$ cat src/rtl/key_autorepeat_pkg.sv
// rtl/key_autorepeat_pkg.sv - shared constants for the key input stages
//
// Purpose: default timing parameters, FSM state encoding and a saturating
//          increment helper shared by the key input stages.
// Ports:   none (package).

package key_autorepeat_pkg;

  // Defaults assume a 100 MHz clock: 500 ms before the first repeat, 100 ms between repeats.
  localparam int DEF_DELAY_CNT = 50_000_000;
  localparam int DEF_RATE_CNT  = 10_000_000;
  localparam int DEF_CNT_W     = 26;

  localparam logic [1:0] ST_IDLE_ENC   = 2'd0;
  localparam logic [1:0] ST_HOLD_ENC   = 2'd1;
  localparam logic [1:0] ST_REPEAT_ENC = 2'd2;

  typedef enum logic [1:0] {
    ST_IDLE   = ST_IDLE_ENC,
    ST_HOLD   = ST_HOLD_ENC,
    ST_REPEAT = ST_REPEAT_ENC
  } ar_state_t;

  // Saturating 8-bit increment: the count sticks at 255.
  function automatic logic [7:0] sat_inc8(input logic [7:0] v);
    return (v == 8'hFF) ? v : v + 8'd1;
  endfunction

endpackage

$ cat src/rtl/key_autorepeat_tick_counter.sv
// rtl/key_autorepeat_tick_counter.sv - clearable up-counter with terminal-count flag
//
// Purpose: counts enabled cycles up to a run-time limit and holds there;
//          used for both the initial hold delay and the repeat period.
// Ports:
//   clk    in   clock, rising edge
//   rst    in   synchronous active-high reset
//   clear  in   load zero (wins over inc)
//   inc    in   count up by one unless already at limit
//   limit  in   terminal value
//   count  out  current count
//   tc     out  count == limit

module key_autorepeat_tick_counter #(
  parameter int CNT_W = 26
) (
  input  logic             clk,
  input  logic             rst,
  input  logic             clear,
  input  logic             inc,
  input  logic [CNT_W-1:0] limit,
  output logic [CNT_W-1:0] count,
  output logic             tc
);

  assign tc = (count == limit);

  always_ff @(posedge clk) begin
    if (rst || clear) begin
      count <= '0;
    end else if (inc && !tc) begin
      count <= count + 1'b1;
    end
  end

endmodule

$ cat src/rtl/key_autorepeat.sv
// rtl/key_autorepeat.sv - key press/release events with hold-to-repeat
//
// Purpose: turns a debounced key level into press, release and event
//          pulses; while held (and enabled) it emits a repeat event after
//          DELAY_CNT cycles and then every RATE_CNT cycles.
// Ports:
//   reloj         in   system clock, rising edge
//   resetM        in   synchronous active-high reset
//   sw_db         in   debounced key level, synchronous to reloj
//   en            in   auto-repeat enable
//   evt_tick      out  one-cycle pulse per press and per repeat
//   press_tick    out  one-cycle pulse on key press
//   release_tick  out  one-cycle pulse on key release
//   held          out  high while repeating
//   rep_cnt       out  repeats since the last press, saturating at 255

module key_autorepeat
  import key_autorepeat_pkg::*;
#(
  parameter int DELAY_CNT = DEF_DELAY_CNT,
  parameter int RATE_CNT  = DEF_RATE_CNT,
  parameter int CNT_W     = DEF_CNT_W
) (
  input  logic       reloj,
  input  logic       resetM,
  input  logic       sw_db,
  input  logic       en,
  output logic       evt_tick,
  output logic       press_tick,
  output logic       release_tick,
  output logic       held,
  output logic [7:0] rep_cnt
);

  if (DELAY_CNT < 1) begin : g_bad_delay
    $error("key_autorepeat: DELAY_CNT must be at least 1");
  end
  if (RATE_CNT < 1) begin : g_bad_rate
    $error("key_autorepeat: RATE_CNT must be at least 1");
  end
  if (((64'(DELAY_CNT - 1) >> CNT_W) != 0) || ((64'(RATE_CNT - 1) >> CNT_W) != 0)) begin : g_bad_width
    $error("key_autorepeat: CNT_W too narrow for DELAY_CNT/RATE_CNT");
  end

  localparam logic [CNT_W-1:0] DELAY_LIM = CNT_W'(DELAY_CNT - 1);
  localparam logic [CNT_W-1:0] RATE_LIM  = CNT_W'(RATE_CNT - 1);

  ar_state_t        state;
  logic             sw_q;
  logic             rise;
  logic             cnt_clear;
  logic             cnt_inc;
  logic [CNT_W-1:0] cnt_limit;
  logic [CNT_W-1:0] cnt;
  logic             cnt_tc;

  // sw_q resets high so a key already down at reset is never taken as a press.
  assign rise = sw_db & ~sw_q;

  // One counter serves both phases; its limit follows the state.
  always_comb begin
    cnt_clear = 1'b0;
    cnt_inc   = 1'b0;
    cnt_limit = (state == ST_REPEAT) ? RATE_LIM : DELAY_LIM;
    case (state)
      ST_HOLD: begin
        if (!sw_db || (cnt_tc && en)) cnt_clear = 1'b1;
        else                          cnt_inc   = 1'b1;  // saturates at DELAY_LIM while en is low
      end
      ST_REPEAT: begin
        if (!sw_db)               cnt_clear = 1'b1;
        else if (!en)             cnt_inc   = 1'b0;      // paused: count held
        else if (cnt_tc)          cnt_clear = 1'b1;
        else                      cnt_inc   = 1'b1;
      end
      default: cnt_clear = 1'b1;
    endcase
  end

  key_autorepeat_tick_counter #(
    .CNT_W(CNT_W)
  ) u_tick_counter (
    .clk  (reloj),
    .rst  (resetM),
    .clear(cnt_clear),
    .inc  (cnt_inc),
    .limit(cnt_limit),
    .count(cnt),
    .tc   (cnt_tc)
  );

  always_ff @(posedge reloj) begin
    if (resetM) begin
      state        <= ST_IDLE;
      sw_q         <= 1'b1;
      evt_tick     <= 1'b0;
      press_tick   <= 1'b0;
      release_tick <= 1'b0;
      held         <= 1'b0;
      rep_cnt      <= 8'd0;
    end else begin
      sw_q         <= sw_db;
      evt_tick     <= 1'b0;
      press_tick   <= 1'b0;
      release_tick <= 1'b0;
      case (state)
        ST_IDLE: begin
          if (rise) begin
            state      <= ST_HOLD;
            press_tick <= 1'b1;
            evt_tick   <= 1'b1;
            rep_cnt    <= 8'd0;
          end
        end
        ST_HOLD: begin
          if (!sw_db) begin
            state        <= ST_IDLE;
            release_tick <= 1'b1;
          end else if (cnt_tc && en) begin
            state    <= ST_REPEAT;
            held     <= 1'b1;
            evt_tick <= 1'b1;
            rep_cnt  <= sat_inc8(rep_cnt);
          end
        end
        ST_REPEAT: begin
          // Release is checked first so a repeat due on the same edge is dropped.
          if (!sw_db) begin
            state        <= ST_IDLE;
            held         <= 1'b0;
            release_tick <= 1'b1;
          end else if (en && cnt_tc) begin
            evt_tick <= 1'b1;
            rep_cnt  <= sat_inc8(rep_cnt);
          end
        end
        default: begin
          state <= ST_IDLE;
          held  <= 1'b0;
        end
      endcase
    end
  end

endmodule
$ cat config.mk
export PLATFORM = sky130hd
export DESIGN_NAME = key_autorepeat
export DESIGN_NICKNAME = d
export VERILOG_FILES = /design/src/rtl/key_autorepeat_pkg.sv /design/src/rtl/key_autorepeat_tick_counter.sv /design/src/rtl/key_autorepeat.sv
export SDC_FILE = /design/constraint.sdc
export NUM_CORES = 1
export LEC_CHECK = 0
export BUFFER_PORTS_ARGS = -buffer_cell sky130_fd_sc_hd__buf_2
export CORE_MARGIN = 8
export CORE_UTILIZATION = 40
export DETAILED_ROUTE_END_ITERATION = 6
export RECOVER_POWER = 50
export SYNTH_ARGS = -nofsm -noshare
export SYNTH_HDL_FRONTEND = slang
export SYNTH_HIERARCHICAL = 1
export SYNTH_SLANG_ARGS = --single-unit
$ cat constraint.sdc
create_clock -name reloj -period 3.2 [get_ports reloj]
set_input_delay 0.96 -clock reloj [delete_from_list [all_inputs] [get_ports reloj]]
set_output_delay 0.96 -clock reloj [all_outputs]
set_load 0.02 [all_outputs]
==> report_table.html <==
<table>
<tr><th>Metric</th><th>Value</th></tr>
<tr><th colspan="2">Yosys</th></tr>
<tr><td>Sequential share of the synthesized area</td><td>32.2%</td></tr>
<tr><td>Synthesized area per cell</td><td>8.50 um^2</td></tr>
<tr><td>Gate count of the mapped netlist</td><td>300</td></tr>
<tr><td>Leading register cell type out of synthesis</td><td>sky130_fd_sc_hd__dfxtp_1</td></tr>
<tr><td>Leading area contributor after synthesis</td><td>sky130_fd_sc_hd__dfxtp_1</td></tr>
<tr><td>Post-synthesis instance area</td><td>2550 um^2</td></tr>
<tr><td>Number of synthesized flops with an enable pin</td><td>0</td></tr>
<tr><td>Yosys top cell area share</td><td>32.2%</td></tr>
<tr><td>Flop and latch count out of synthesis</td><td>41</td></tr>
<tr><td>Count of cell types in the netlist</td><td>52</td></tr>
<tr><td>Dominant cells by area after synthesis</td><td>sky130_fd_sc_hd__dfxtp_1, sky130_fd_sc_hd__xor2_1, sky130_fd_sc_hd__a21oi_1</td></tr>
<tr><td>Async set-or-reset flop fraction in the synthesized netlist</td><td>0%</td></tr>
<tr><td>Yosys warning count</td><td>6</td></tr>
<tr><th colspan="2">Routing</th></tr>
<tr><td>Number of antenna-violating nets in the routed design</td><td>0</td></tr>
<tr><td>Final routed wirelength across all metal layers</td><td>6200 um</td></tr>
<tr><td>Number of detailed-route iterations in the first pass</td><td>4</td></tr>
<tr><td>Number of DRC markers in iteration 0</td><td>147</td></tr>
<tr><td>Per-cell routed wire length</td><td>15.0 um</td></tr>
<tr><td>Number of vias after detailed routing</td><td>2306</td></tr>
<tr><td>Avg Vias per Cell</td><td>5.58</td></tr>
<tr><td>DRC violations left</td><td>0</td></tr>
<tr><th colspan="2">Power</th></tr>
<tr><td>Net Sw Power</td><td>approximately 230 uW</td></tr>
<tr><td>Cell Int Power</td><td>729 uW</td></tr>
<tr><td>Sw frac</td><td>roughly a quarter</td></tr>
<tr><td>Power per standard cell area</td><td>around 340 nW/um^2</td></tr>
<tr><td>Overall power</td><td>957 uW</td></tr>
<tr><td>Leak pwr</td><td>0.987 nW</td></tr>
<tr><td>Sequential Power Share</td><td>53.7%</td></tr>
<tr><td>Share of total power in combinational logic</td><td>7.2%</td></tr>
<tr><td>Clk network pwr share</td><td>between 30% and 40%</td></tr>
<tr><td>Worst supply voltage drop on vdd</td><td>0.000189 V</td></tr>
<tr><th colspan="2">Die</th></tr>
<tr><td>Die Footprint</td><td>9180 um^2</td></tr>
<tr><td>Placeable core area</td><td>6240 um^2</td></tr>
<tr><td>Die boundary height</td><td>95.8 um</td></tr>
<tr><td>X dimension of the die</td><td>95.8 um</td></tr>
<tr><td>Count of standard-cell rows</td><td>29</td></tr>
<tr><td>Effective utilization at floorplan</td><td>40.8%</td></tr>
<tr><td>Count of boundary I/O pins</td><td>16</td></tr>
<tr><th colspan="2">Layout</th></tr>
<tr><td>Count of inserted antenna diode cells</td><td>0</td></tr>
<tr><td>Layout Area Growth over Synthesis</td><td>11.6%</td></tr>
<tr><td>FILL cells</td><td>645</td></tr>
<tr><td>Area taken by flip-flops and latches</td><td>821 um^2</td></tr>
<tr><td>Fraction of layout cells with a size suffix above 1</td><td>between 10% and 20%</td></tr>
<tr><td>Combined area of the multi-input logic cells</td><td>1680 um^2</td></tr>
<tr><td>Nets</td><td>between 300 and 400</td></tr>
<tr><th colspan="2">Clock network</th></tr>
<tr><td>Clock tree buffer depth</td><td>2</td></tr>
<tr><td>Worst-Skew Late Latency</td><td>0.29 ns</td></tr>
<tr><td>Root Driver</td><td>sky130_fd_sc_hd__clkbuf_8</td></tr>
<tr><td>Count of hold buffers inserted by post-cts repair</td><td>0</td></tr>
<tr><td>Number of buffers created by CTS</td><td>5</td></tr>
<tr><td>Clock tree from TritonCTS</td><td>built</td></tr>
<tr><td>Clock Sinks</td><td>41</td></tr>
<tr><td>H-tree levels</td><td>2</td></tr>
<tr><td>Post-CTS clock slew at the launch and capture registers of the worst setup and hold paths</td><td>0.08 ns</td></tr>
<tr><th colspan="2">Global route</th></tr>
<tr><td>GRT Resource Usage Total</td><td>between 10 and 15%</td></tr>
<tr><td>Largest net degree at the start of global routing</td><td>24</td></tr>
<tr><td>Total overflow reported by the global router</td><td>0</td></tr>
<tr><td>Wire length of the first global-routing pass</td><td>10300 um</td></tr>
<tr><td>Vias in the first global route</td><td>2126</td></tr>
<tr><td>Antenna violations before repair</td><td>0</td></tr>
<tr><th colspan="2">Setup path</th></tr>
<tr><td>Critical setup path kind</td><td>flip-flop to flip-flop</td></tr>
<tr><td>Critical Path Most Common Cell</td><td>sky130_fd_sc_hd__inv_1</td></tr>
<tr><td>Critical Path Source Type</td><td>flip-flop</td></tr>
<tr><td>Slowest cell on the critical path</td><td>sky130_fd_sc_hd__a221o_1</td></tr>
<tr><td>Critical path capture point type</td><td>flip-flop</td></tr>
<tr><td>Highest fanout seen on the critical path</td><td>8</td></tr>
<tr><td>Crit-path max cell delay</td><td>roughly 0.44 ns</td></tr>
<tr><td>Cell-by-cell listing of the critical path</td><td>inv_1 &gt; ha_1 &gt; inv_1 &gt; xor2_1 &gt; nor4_1 &gt; nand3_2 &gt; nor2_2 &gt; nand3_1 &gt; a221o_1 &gt; a211o_1 &gt; o2bb2ai_1</td></tr>
<tr><td>Crit path arrival time</td><td>3.12 ns</td></tr>
<tr><td>CP Data Required Time</td><td>3.38 ns</td></tr>
<tr><th colspan="2">Timing</th></tr>
<tr><td>Final critical-path share of the clock period</td><td>91.8%</td></tr>
<tr><td>Number of endpoints failing setup at the final stage</td><td>0</td></tr>
<tr><td>Remaining max-slew budget at the tightest pin</td><td>a little under half</td></tr>
<tr><td>Maximum operating frequency</td><td>340 MHz</td></tr>
<tr><td>Post-route minimum period</td><td>roughly 3 ns</td></tr>
<tr><td>Worst-case clock skew</td><td>0.00995 ns</td></tr>
<tr><td>Transition time at the pin with the least slew margin</td><td>0.818 ns</td></tr>
<tr><td>Number of hold violations in the final report</td><td>0</td></tr>
<tr><td>Setup repair after global routing missed its margin</td><td>no</td></tr>
<tr><td>Final sum of negative setup slack</td><td>0 ns</td></tr>
<tr><td>Max-slew violations</td><td>0</td></tr>
<tr><th colspan="2">Hold path</th></tr>
<tr><td>Hold WC Path Type</td><td>flip-flop to flip-flop</td></tr>
<tr><th colspan="2">Run status</th></tr>
<tr><td>Result of the run</td><td>completed</td></tr>
<tr><th colspan="2">Place</th></tr>
<tr><td>Final HPWL from detailed placement</td><td>4490 um</td></tr>
<tr><td>Gp weighted congestion</td><td>just over 0.9</td></tr>
<tr><td>Number of I/O port buffers</td><td>15</td></tr>
<tr><th colspan="2">Job</th></tr>
<tr><td>Number of maximum-capacitance constraint violations</td><td>0</td></tr>
</table>
-- metrics by stage --
stage	util (%)	hold slack (ns)	area, um^2	instances	setup slack (ns)
after global placement	44.0	0.494	2750	405	0.342
after CTS	45.6	0.516	2850	413	0.196
final	45.6	0.510	2840	413	0.262
after floorplan	-	0.467	2610	316	0.325
after detailed placement	44.0	0.502	2750	405	0.233
after global routing	45.6	0.537	2840	413	0.0149
-- area by class of cell --
type | instances | area share (%)
flip-flops and latches | 41 | 28.9
multi-input cells | 258 | 59.2
clock inverters | 1 | 0.176
inverters | 6 | 0.792
well taps | 77 | 3.39
repair buffers | 23 | 4.18
clock buffers | 7 | 3.39
-- cells by family (layout without fill, tap and decap cells) --
group                    count (synthesis)  after routing  share of synthesized area [%]
other                                    2             18                          0.295
AND/OR/NAND/NOR                        125            125                           28.5
XOR/XNOR                                31             31                           10.7
AO/OA/AOI/OAI                           75             75                           19.5
buffers and inverters                   17             37                           4.57
multiplexers                             2              2                          0.786
flip-flops                              41             41                           32.2
adder cells (fa/ha/maj)                  7              7                           3.44
-- layout by cell type, fill, tap and decap left out, types with 4 or more instances in the layout --
cell type / synthesis / final
sky130_fd_sc_hd__dfxtp_1: 41 / 41
sky130_fd_sc_hd__xor2_1: 31 / 31
sky130_fd_sc_hd__nand2_1: 24 / 24
sky130_fd_sc_hd__a21oi_1: 20 / 21
sky130_fd_sc_hd__conb_1: 2 / 18
sky130_fd_sc_hd__nand3_1: 16 / 16
sky130_fd_sc_hd__o21ai_0: 14 / 15
sky130_fd_sc_hd__nor2_1: 14 / 14
sky130_fd_sc_hd__clkbuf_1: 3 / 13
sky130_fd_sc_hd__or3_1: 9 / 9
sky130_fd_sc_hd__nand4_1: 8 / 8
sky130_fd_sc_hd__o211ai_1: 8 / 8
sky130_fd_sc_hd__nor4_1: 10 / 8
sky130_fd_sc_hd__buf_4: 0 / 8
sky130_fd_sc_hd__ha_1: 7 / 7
sky130_fd_sc_hd__clkbuf_8: 1 / 7
sky130_fd_sc_hd__or4_1: 7 / 7
sky130_fd_sc_hd__inv_1: 6 / 6
sky130_fd_sc_hd__o31ai_1: 6 / 6
sky130_fd_sc_hd__and4_1: 5 / 5
sky130_fd_sc_hd__and3_1: 5 / 5
sky130_fd_sc_hd__and2_1: 4 / 4
sky130_fd_sc_hd__o21a_1: 4 / 4
sky130_fd_sc_hd__nor3_1: 5 / 4
sky130_fd_sc_hd__o21ai_2: 5 / 4
-- flip-flops by register name, indices dropped and copies added, names as in the netlist --
| register | count |
|---|---|
| state | 2 |
| evt_tick | 1 |
| sw_q | 1 |
| u_tick_counter/count | 26 |
| rep_cnt | 8 |
| press_tick | 1 |
| release_tick | 1 |
| held | 1 |
-- synth_stat cells, types with 6 or more instances --
| cell type | count |
|---|---|
| sky130_fd_sc_hd__or3_1 | 9 |
| sky130_fd_sc_hd__nand4_1 | 8 |
| sky130_fd_sc_hd__o21ai_0 | 14 |
| sky130_fd_sc_hd__or4_1 | 7 |
| sky130_fd_sc_hd__a21oi_1 | 20 |
| sky130_fd_sc_hd__nor2_1 | 14 |
| sky130_fd_sc_hd__xor2_1 | 31 |
| sky130_fd_sc_hd__inv_1 | 6 |
| sky130_fd_sc_hd__ha_1 | 7 |
| sky130_fd_sc_hd__o31ai_1 | 6 |
| sky130_fd_sc_hd__nand3_1 | 16 |
| sky130_fd_sc_hd__dfxtp_1 | 41 |
| sky130_fd_sc_hd__nand2_1 | 24 |
| sky130_fd_sc_hd__nor4_1 | 10 |
| sky130_fd_sc_hd__o211ai_1 | 8 |
-- path summary, 6_finish.rpt --
check	startpoint	end	slack, ns	depth (start not counted)
setup reg to reg	state[0]	rep_cnt[4]	0.26	11
hold reg to reg	u_tick_counter/count[9]	u_tick_counter/count[9]	0.51	2
hold / removal	u_tick_counter/count[9]	u_tick_counter/count[9]	0.51	2
setup / recovery	state[0]	rep_cnt[4]	0.26	11
-- repair_timing --
item / 4_1_cts / 5_1_grt
endpoints found under the setup margin: 0 / 13
gates resized for setup: 0 / 4
setup buffers: 0 / 0
-- power groups by stage --
stage / Combinational [mW] / Clock [mW] / Sequential (mW)
detailed placement: 0.0672 / 0 / 0.526
finish: 0.0693 / 0.374 / 0.514
floorplan: 0.0494 / 0 / 0.527
global placement: 0.0680 / 0 / 0.526
CTS: 0.0676 / 0.389 / 0.514
global route: 0.0777 / 0.408 / 0.514
-- metal layers --
metal  GRT usage, %  share of wire, %
met1           19.4                51
met2           21.1                43
met3           3.20               4.6
met4           3.46               1.0
met5              0                 0
-- critical path: cells and delay by family, from the launching register on --
| kind | cells | cell delay [ns] |
|---|---|---|
| simple gates | 4 | 0.90 |
| compound gates | 3 | 0.87 |
| flops | 1 | 0.38 |
| buf+inv | 2 | 0.33 |
| fa+ha+maj | 1 | 0.24 |
| xor+xnor | 1 | 0.11 |
Note: power is estimated with default switching activity, not from simulation.
